--- src/rtl/seq_frame_pkg.sv ---
// Shared definitions for the sequence frame transmitter and the detector stage.
// Holds the FSM state type, the sync pattern and the default frame geometry.
package seq_frame_pkg;

  localparam int PREAMBLE_LEN = 6;
  localparam logic [PREAMBLE_LEN-1:0] PREAMBLE = 6'b011110;
  localparam int PAYLOAD_BITS_DEF = 1024;
  localparam int GUARD_BITS_DEF = 2;

  typedef enum logic [2:0] {
    ST_IDLE  = 3'd0,
    ST_PRE   = 3'd1,
    ST_DATA  = 3'd2,
    ST_PAR   = 3'd3,
    ST_GUARD = 3'd4
  } state_t;

endpackage

--- src/rtl/seq_byte_serializer.sv ---
// Payload byte path: one holding register feeding an 8-bit LSB-first shifter,
// a count of bytes accepted this frame, and sticky underrun detection.
module seq_byte_serializer #(
  parameter int NBYTES = 128
) (
  input  logic       clk_i,
  input  logic       rst_ni,
  input  logic       clear_i,
  input  logic       busy_i,
  input  logic       load_i,
  input  logic       shift_i,
  input  logic [7:0] data_in_i,
  input  logic       data_valid_i,
  output logic       data_ready_o,
  output logic       bit_o,
  output logic       underrun_o
);

  localparam int BCW = $clog2(NBYTES + 1);
  localparam logic [BCW-1:0] NBYTES_C = BCW'(NBYTES);

  logic [7:0]     hold_q, hold_d;
  logic           hold_full_q, hold_full_d;
  logic [7:0]     shreg_q, shreg_d;
  logic [BCW-1:0] byte_cnt_q, byte_cnt_d;
  logic           underrun_q, underrun_d;
  logic           hs;

  assign data_ready_o = !hold_full_q && busy_i && (byte_cnt_q != NBYTES_C);
  assign hs           = data_valid_i && data_ready_o;
  assign bit_o        = shreg_q[0];
  assign underrun_o   = underrun_q;

  always_comb begin
    hold_d      = hold_q;
    hold_full_d = hold_full_q;
    shreg_d     = shreg_q;
    byte_cnt_d  = byte_cnt_q;
    underrun_d  = underrun_q;
    if (clear_i) begin
      hold_full_d = 1'b0;
      shreg_d     = 8'h00;
      byte_cnt_d  = '0;
      underrun_d  = 1'b0;
    end else begin
      // A reload reads the old hold; a same-cycle handshake refills it below.
      if (load_i) begin
        if (hold_full_q) begin
          shreg_d     = hold_q;
          hold_full_d = 1'b0;
        end else begin
          shreg_d    = 8'h00;
          underrun_d = 1'b1;
        end
      end else if (shift_i) begin
        shreg_d = {1'b0, shreg_q[7:1]};
      end
      if (hs) begin
        hold_d      = data_in_i;
        hold_full_d = 1'b1;
        byte_cnt_d  = byte_cnt_q + BCW'(1);
      end
    end
  end

  always_ff @(posedge clk_i or negedge rst_ni) begin
    if (!rst_ni) begin
      hold_q      <= 8'h00;
      hold_full_q <= 1'b0;
      shreg_q     <= 8'h00;
      byte_cnt_q  <= '0;
      underrun_q  <= 1'b0;
    end else begin
      hold_q      <= hold_d;
      hold_full_q <= hold_full_d;
      shreg_q     <= shreg_d;
      byte_cnt_q  <= byte_cnt_d;
      underrun_q  <= underrun_d;
    end
  end

endmodule

--- src/rtl/seq_frame_tx.sv ---
// Serial frame transmitter: preamble, LSB-first payload, optional even parity
// (define SEQ_FRAME_PARITY_EN), then idle-high guard bits; one bit per bit_en.
module seq_frame_tx
  import seq_frame_pkg::*;
#(
  parameter int PAYLOAD_BITS = PAYLOAD_BITS_DEF,
  parameter logic [PREAMBLE_LEN-1:0] PREAMBLE = seq_frame_pkg::PREAMBLE,
  parameter int GUARD_BITS = GUARD_BITS_DEF
) (
  input  logic       FPGAclk,
  input  logic       rst,
  input  logic       start,
  input  logic       bit_en,
  input  logic [7:0] data_in,
  input  logic       data_valid,
  output logic       data_ready,
  output logic       serOut,
  output logic       busy,
  output logic       done,
  output logic       underrun,
  output state_t     state_dbg_o
);

  // Handshake: a payload byte moves on every FPGAclk edge where
  // data_valid && data_ready; data_valid must hold data_in stable until then.

  localparam int GCW = $clog2(GUARD_BITS + 1);
  localparam logic [10:0]    LAST_BIT  = 11'(PAYLOAD_BITS - 1);
  localparam logic [2:0]     LAST_PRE  = 3'(PREAMBLE_LEN - 1);
  localparam logic [GCW-1:0] GUARD_END = GCW'(GUARD_BITS);

  state_t                  state_q, state_d;
  logic [2:0]              pre_cnt_q;
  logic [PREAMBLE_LEN-1:0] pre_sh_q;
  logic [10:0]             bit_cnt_q;
  logic [GCW-1:0]          guard_cnt_q;
  logic                    ser_q;
  logic                    done_q;
`ifdef SEQ_FRAME_PARITY_EN
  logic                    par_q;
`endif

  logic pre_last, bit_last, guard_last;
  logic start_acc, ser_load, ser_shift, frame_end;
  logic ser_bit;

  assign pre_last   = (pre_cnt_q == LAST_PRE);
  assign bit_last   = (bit_cnt_q == LAST_BIT);
  assign guard_last = (guard_cnt_q == GUARD_END);

  always_ff @(posedge FPGAclk or negedge rst) begin
    if (!rst) state_q <= ST_IDLE;
    else      state_q <= state_d;
  end

  always_comb begin
    state_d = state_q;
    unique case (state_q)
      ST_IDLE:  if (start) state_d = ST_PRE;
      ST_PRE:   if (bit_en && pre_last) state_d = ST_DATA;
      ST_DATA: begin
        if (bit_en && bit_last) begin
`ifdef SEQ_FRAME_PARITY_EN
          state_d = ST_PAR;
`else
          state_d = ST_GUARD;
`endif
        end
      end
`ifdef SEQ_FRAME_PARITY_EN
      ST_PAR:   if (bit_en) state_d = ST_GUARD;
`endif
      ST_GUARD: if (bit_en && guard_last) state_d = ST_IDLE;
      default:  state_d = ST_IDLE;
    endcase
  end

  always_comb begin
    busy      = (state_q != ST_IDLE);
    start_acc = (state_q == ST_IDLE) && start;
    // Reload the shifter as the preamble ends and after each full byte but the last.
    ser_load  = bit_en && (((state_q == ST_PRE) && pre_last) ||
                           ((state_q == ST_DATA) && (bit_cnt_q[2:0] == 3'd7) && !bit_last));
    ser_shift = bit_en && (state_q == ST_DATA);
    frame_end = bit_en && (state_q == ST_GUARD) && guard_last;
  end

  always_ff @(posedge FPGAclk or negedge rst) begin
    if (!rst) begin
      pre_cnt_q   <= 3'd0;
      pre_sh_q    <= '0;
      bit_cnt_q   <= 11'd0;
      guard_cnt_q <= '0;
      ser_q       <= 1'b1;
      done_q      <= 1'b0;
`ifdef SEQ_FRAME_PARITY_EN
      par_q       <= 1'b0;
`endif
    end else begin
      done_q <= frame_end;
      if (start_acc) begin
        pre_cnt_q   <= 3'd0;
        pre_sh_q    <= PREAMBLE;
        bit_cnt_q   <= 11'd0;
        guard_cnt_q <= '0;
`ifdef SEQ_FRAME_PARITY_EN
        par_q       <= 1'b0;
`endif
      end else if (bit_en) begin
        unique case (state_q)
          ST_PRE: begin
            ser_q     <= pre_sh_q[PREAMBLE_LEN-1];
            pre_sh_q  <= {pre_sh_q[PREAMBLE_LEN-2:0], 1'b0};
            pre_cnt_q <= pre_cnt_q + 3'd1;
          end
          ST_DATA: begin
            ser_q     <= ser_bit;
            bit_cnt_q <= bit_cnt_q + 11'd1;
`ifdef SEQ_FRAME_PARITY_EN
            par_q     <= par_q ^ ser_bit;
`endif
          end
`ifdef SEQ_FRAME_PARITY_EN
          ST_PAR:   ser_q <= par_q;
`endif
          ST_GUARD: begin
            ser_q <= 1'b1;
            if (!guard_last) guard_cnt_q <= guard_cnt_q + GCW'(1);
          end
          default:  ser_q <= 1'b1;
        endcase
      end
    end
  end

  seq_byte_serializer #(
    .NBYTES(PAYLOAD_BITS / 8)
  ) u_ser (
    .clk_i        (FPGAclk),
    .rst_ni       (rst),
    .clear_i      (start_acc),
    .busy_i       (busy),
    .load_i       (ser_load),
    .shift_i      (ser_shift),
    .data_in_i    (data_in),
    .data_valid_i (data_valid),
    .data_ready_o (data_ready),
    .bit_o        (ser_bit),
    .underrun_o   (underrun)
  );

  assign serOut      = ser_q;
  assign done        = done_q;
  assign state_dbg_o = state_q;

endmodule
--- config.mk ---
export PLATFORM = sky130hd
export DESIGN_NAME = seq_frame_tx
export DESIGN_NICKNAME = d
export VERILOG_FILES = /design/src/rtl/seq_frame_pkg.sv /design/src/rtl/seq_byte_serializer.sv /design/src/rtl/seq_frame_tx.sv
export SDC_FILE = /design/constraint.sdc
export NUM_CORES = 1
export LEC_CHECK = 0
export ABC_AREA = 1
export CAP_MARGIN = 15
export CORE_UTILIZATION = 60
export CTS_BUF_LIST = sky130_fd_sc_hd__clkbuf_8
export DETAILED_ROUTE_END_ITERATION = 6
export MAX_ROUTING_LAYER = met4
export PLACE_DENSITY = 0.84
export SYNTH_ARGS = -nofsm -noshare
export SYNTH_HDL_FRONTEND = slang
export SYNTH_SLANG_ARGS = --single-unit
--- constraint.sdc ---
create_clock -name FPGAclk -period 1.74 [get_ports FPGAclk]
set_clock_uncertainty 0.15 [all_clocks]
set_input_delay 0.348 -clock FPGAclk [delete_from_list [all_inputs] [get_ports FPGAclk]]
set_output_delay 0.348 -clock FPGAclk [all_outputs]
set_load 0.1 [all_outputs]
==> results.py <==
metrics = {
    "outcome": {
        "outcome": "finished with violations",
        "violations": "negative setup slack",
    },
    "synthesis": {
        "syn-num-nets": 350,
        "netlist_area_um2": 2660,
        "synth_edf_count": 0,
        "async_flop_share": 1.00,
        "synth_cell_types": 35,
        "synth_area_per_cell_um2": 8.06,
        "synth-seq-cells": 52,
        "yosysWarnings": 0,
        "ys.flop_type": "dfrtp_1",
        "syn_inst": 330,
        "synth_seq_area_share": 0.490,
    },
    "timing": {
        "relSlewSlack": 0.741,
        "rsz0062_at_grt": "yes",
        "setup_viol": 38,
        "max_freq_ghz": 0.514,
        "tns_ns": -2.78,
        "hold_viol_final": 0,
        "timing.final.ws_setup_ns": -0.206,
        "finalMaxSlewViolations": 0,
        "worst_slew_pin_slew_ns": 0.385,
        "period_needed_ns": 1.95,
        "fin_crit_sh": 1.12,
    },
    "clock_network": {
        "clock-sinks": 52,
        "cts_max_level": 2,
        "cts_buffers": 5,
        "cts-root-buf": "clkbuf_8",
        "cts_tree": "done",
        "path_clk_slew_ns": 0.10,
        "worst_skew_pair.late_latency_ns": 0.31,
        "cts_max_path_buffers": 2,
    },
    "final_layout": {
        "layout-drive-gt1-share": 0.330,
        "antenna_cells": 0,
        "layout-area-overhead-vs-synth_pct": 40.7,
        "fin_nets": 414,
        "stdcell_area_um2": 3740,
    },
    "routing": {
        "post_drt_wl_per_cell_um": 19.7,
        "dr.pass1.iters": 6,
        "route.vias.total": 2744,
        "drcViolationCount": 0,
        "drt-total-wl_um": 8760,
        "ant_nets": 0,
        "via_per_inst": 6.18,
        "drtIter0Drc": 421,
    },
    "power": {
        "irDropWorstVdd_mv": 1.58,
        "power.density_nw_per_um2": 1450,
        "leakage_nw": 1.86,
        "total_power_w": 0.00542,
    },
    "critical_path": {
        "cp_slowest_cell": "dfrtp_4",
        "cpPeakStageDelay_ns": 0.52,
        "endpoint_kind": "primary output",
        "crit_arrival_ns": 1.45,
        "start_kind": "register",
        "worst-setup-path-type": "register to primary output",
        "crit_required_ns": 1.24,
        "worstPathMaxFanout": 3,
        "path_cells": "nor2_4, nand2_8, nand2_4, a21oi_4, buf_12",
    },
    "floorplanning": {
        "die_w_um": 68.6,
        "core_um2": 4120,
        "dieArea_um2": 4700,
        "initial_utilization": 0.646,
        "rows": 23,
        "die_y_um": 68.6,
        "io_pins": 21,
    },
    "global_route": {
        "busiest_layer": "met2",
        "grt_overflow": 0,
        "first_global_vias": 2338,
        "grt_use_met1": 0.356,
        "use_met2": 0.507,
        "antenna_found_initial": 0,
        "grt_pass1_wl_um": 10300,
        "grt_use_met3": 0.0641,
        "grt_max_degree": 53,
        "grt_usage": 0.308,
    },
    "placed_design": {
        "hpwl_um": 3950,
        "numPortBuffers": 20,
        "place_area_um2": 3180,
        "gp_congestion": 0.854,
    },
    "flow_run": {
        "max_cap_violations": 0,
    },
    "hold_path": {
        "hold_path.class": "register to register",
    },
}
[power breakdown]
group	internal, W	switching [W]
clock network	0.000269	0.000402
registers	0.00155	0.000308
logic	0.00113	0.00177
total	0.00295	0.00248
[path summary, 6_finish.rpt]
| kind | from | to | slack [ns] | cells after the start |
|---|---|---|---|---|
| min in group asynchronous | rst | pre_sh_q[3]$_DFFE_PN0P_ | 0.41 | 3 |
| setup / recovery | state_dbg_o[1]$_DFFE_PN0P_ | data_ready | -0.21 | 5 |
| setup reg to reg | state_dbg_o[1]$_DFFE_PN0P_ | u_ser.shreg_q[1]$_DFFE_PN0P_ | -0.19 | 10 |
| hold reg to reg | u_ser.hold_q[2]$_DFFE_PN0P_ | u_ser.hold_q[2]$_DFFE_PN0P_ | 0.33 | 2 |
| max in group asynchronous | rst | serOut$_DFFE_PN1P_ | 0.75 | 3 |
| hold / removal | u_ser.hold_q[2]$_DFFE_PN0P_ | u_ser.hold_q[2]$_DFFE_PN0P_ | 0.33 | 2 |
[stage by stage]
step	instances	util	hold slack, ns	worst slack [ns]
CTS	432	0.843	0.330	-0.207
detailed placement	414	0.773	0.213	-0.199
global route	444	0.909	0.357	-0.317
finish	444	0.909	0.329	-0.206
floorplan	330	-	-0.0976	-0.544
global placement	414	0.773	0.211	-0.158
[worst max-delay path: cells and delay by family, from the launching register on]
family | cells | cell delay, ns
AO/OA/AOI/OAI | 1 | 0.04
AND/OR/NAND/NOR | 3 | 0.39
flip-flops | 1 | 0.52
buffers and inverters | 1 | 0.18
[state kept, by name, summed over array words and instances, names as in the netlist]
| register | count |
|---|---|
| bit_cnt_q | 11 |
| done | 1 |
| guard_cnt_q | 2 |
| pre_cnt_q | 3 |
| pre_sh_q | 5 |
| serOut | 1 |
| state_dbg_o | 3 |
| u_ser.byte_cnt_q | 8 |
| u_ser.hold_full_q | 1 |
| u_ser.hold_q | 8 |
| u_ser.shreg_q | 8 |
| u_ser.underrun_o | 1 |
[layer usage]
layer  vias to the layer above  routed length [um]
met5                         -                   0
met4                         0                 354
met3                        48                 704
met2                       210                4560
met1                      1302                3140
li1                       1184                   -
[layout by cell type (no fill, tap or decap), types with 2 or more instances in the layout]
master	Yosys	layout
nand3_2	1	7
nand2_1	107	91
nand3_1	24	16
nor3_1	9	6
nor2_4	2	4
a32o_1	2	2
ha_1	7	6
o21ai_2	0	4
nand2_4	2	11
inv_1	35	32
a21oi_2	1	2
inv_6	0	3
buf_6	1	10
nand2_2	6	14
buf_4	0	26
dfrtp_4	0	3
clkdlybuf4s50_1	0	11
o21ai_0	17	11
xnor2_1	3	3
inv_2	6	6
clkbuf_8	0	5
nand4_1	4	4
nor3_2	0	2
dfrtp_1	51	48
nand3_4	1	3
nor2_1	18	16
a21oi_1	12	10
o21ai_1	0	2
a22oi_2	0	3
xor2_1	2	2
nand2_8	0	3
buf_12	0	9
[cells in the mapped netlist, drive strengths merged, types with 4 or more instances]
| library cell | instances | area, um2 |
|---|---|---|
| o21ai | 17 | 85.1 |
| nor3 | 9 | 45.0 |
| ha | 7 | 87.6 |
| a21oi | 13 | 68.8 |
| nor2 | 21 | 96.3 |
| nand4 | 4 | 25.0 |
| inv | 42 | 160 |
| buf | 5 | 31.3 |
| nand2 | 115 | 462 |
| dfrtp | 51 | 1280 |
| nand3 | 26 | 148 |
[logic make-up after synthesis]
kind of cell / Yosys count / share of synthesized area
and+or+nand+nor: 176 / 0.294
buffers and inverters: 49 / 0.0753
AOI/OAI and AO/OA: 41 / 0.0917
adders and majority gates: 7 / 0.0329
DFF: 52 / 0.490
xor gates and xnor gates: 5 / 0.0165
[final cells by class]
| class | instances | area (um2) |
|---|---|---|
| timing repair inverter | 1 | 8.76 |
| timing repair buffer | 58 | 613 |
| sequential | 52 | 1310 |
| tap | 50 | 62.6 |
| inverter | 43 | 198 |
| multi-input combinational | 233 | 1470 |
| clock inverter | 2 | 8.76 |
| clock buffer | 5 | 68.8 |
| fill | 166 | 373 |
[timing repair]
item,in CTS,in global routing
setup buffers,7,9
endpoints found under the hold margin,51,0
cloned,3,3
pin swaps,12,18
gates resized for setup,33,51
hold buffers,1,0
endpoints found under the setup margin,27,41
No activity file was read; power rests on OpenSTA's default activity.
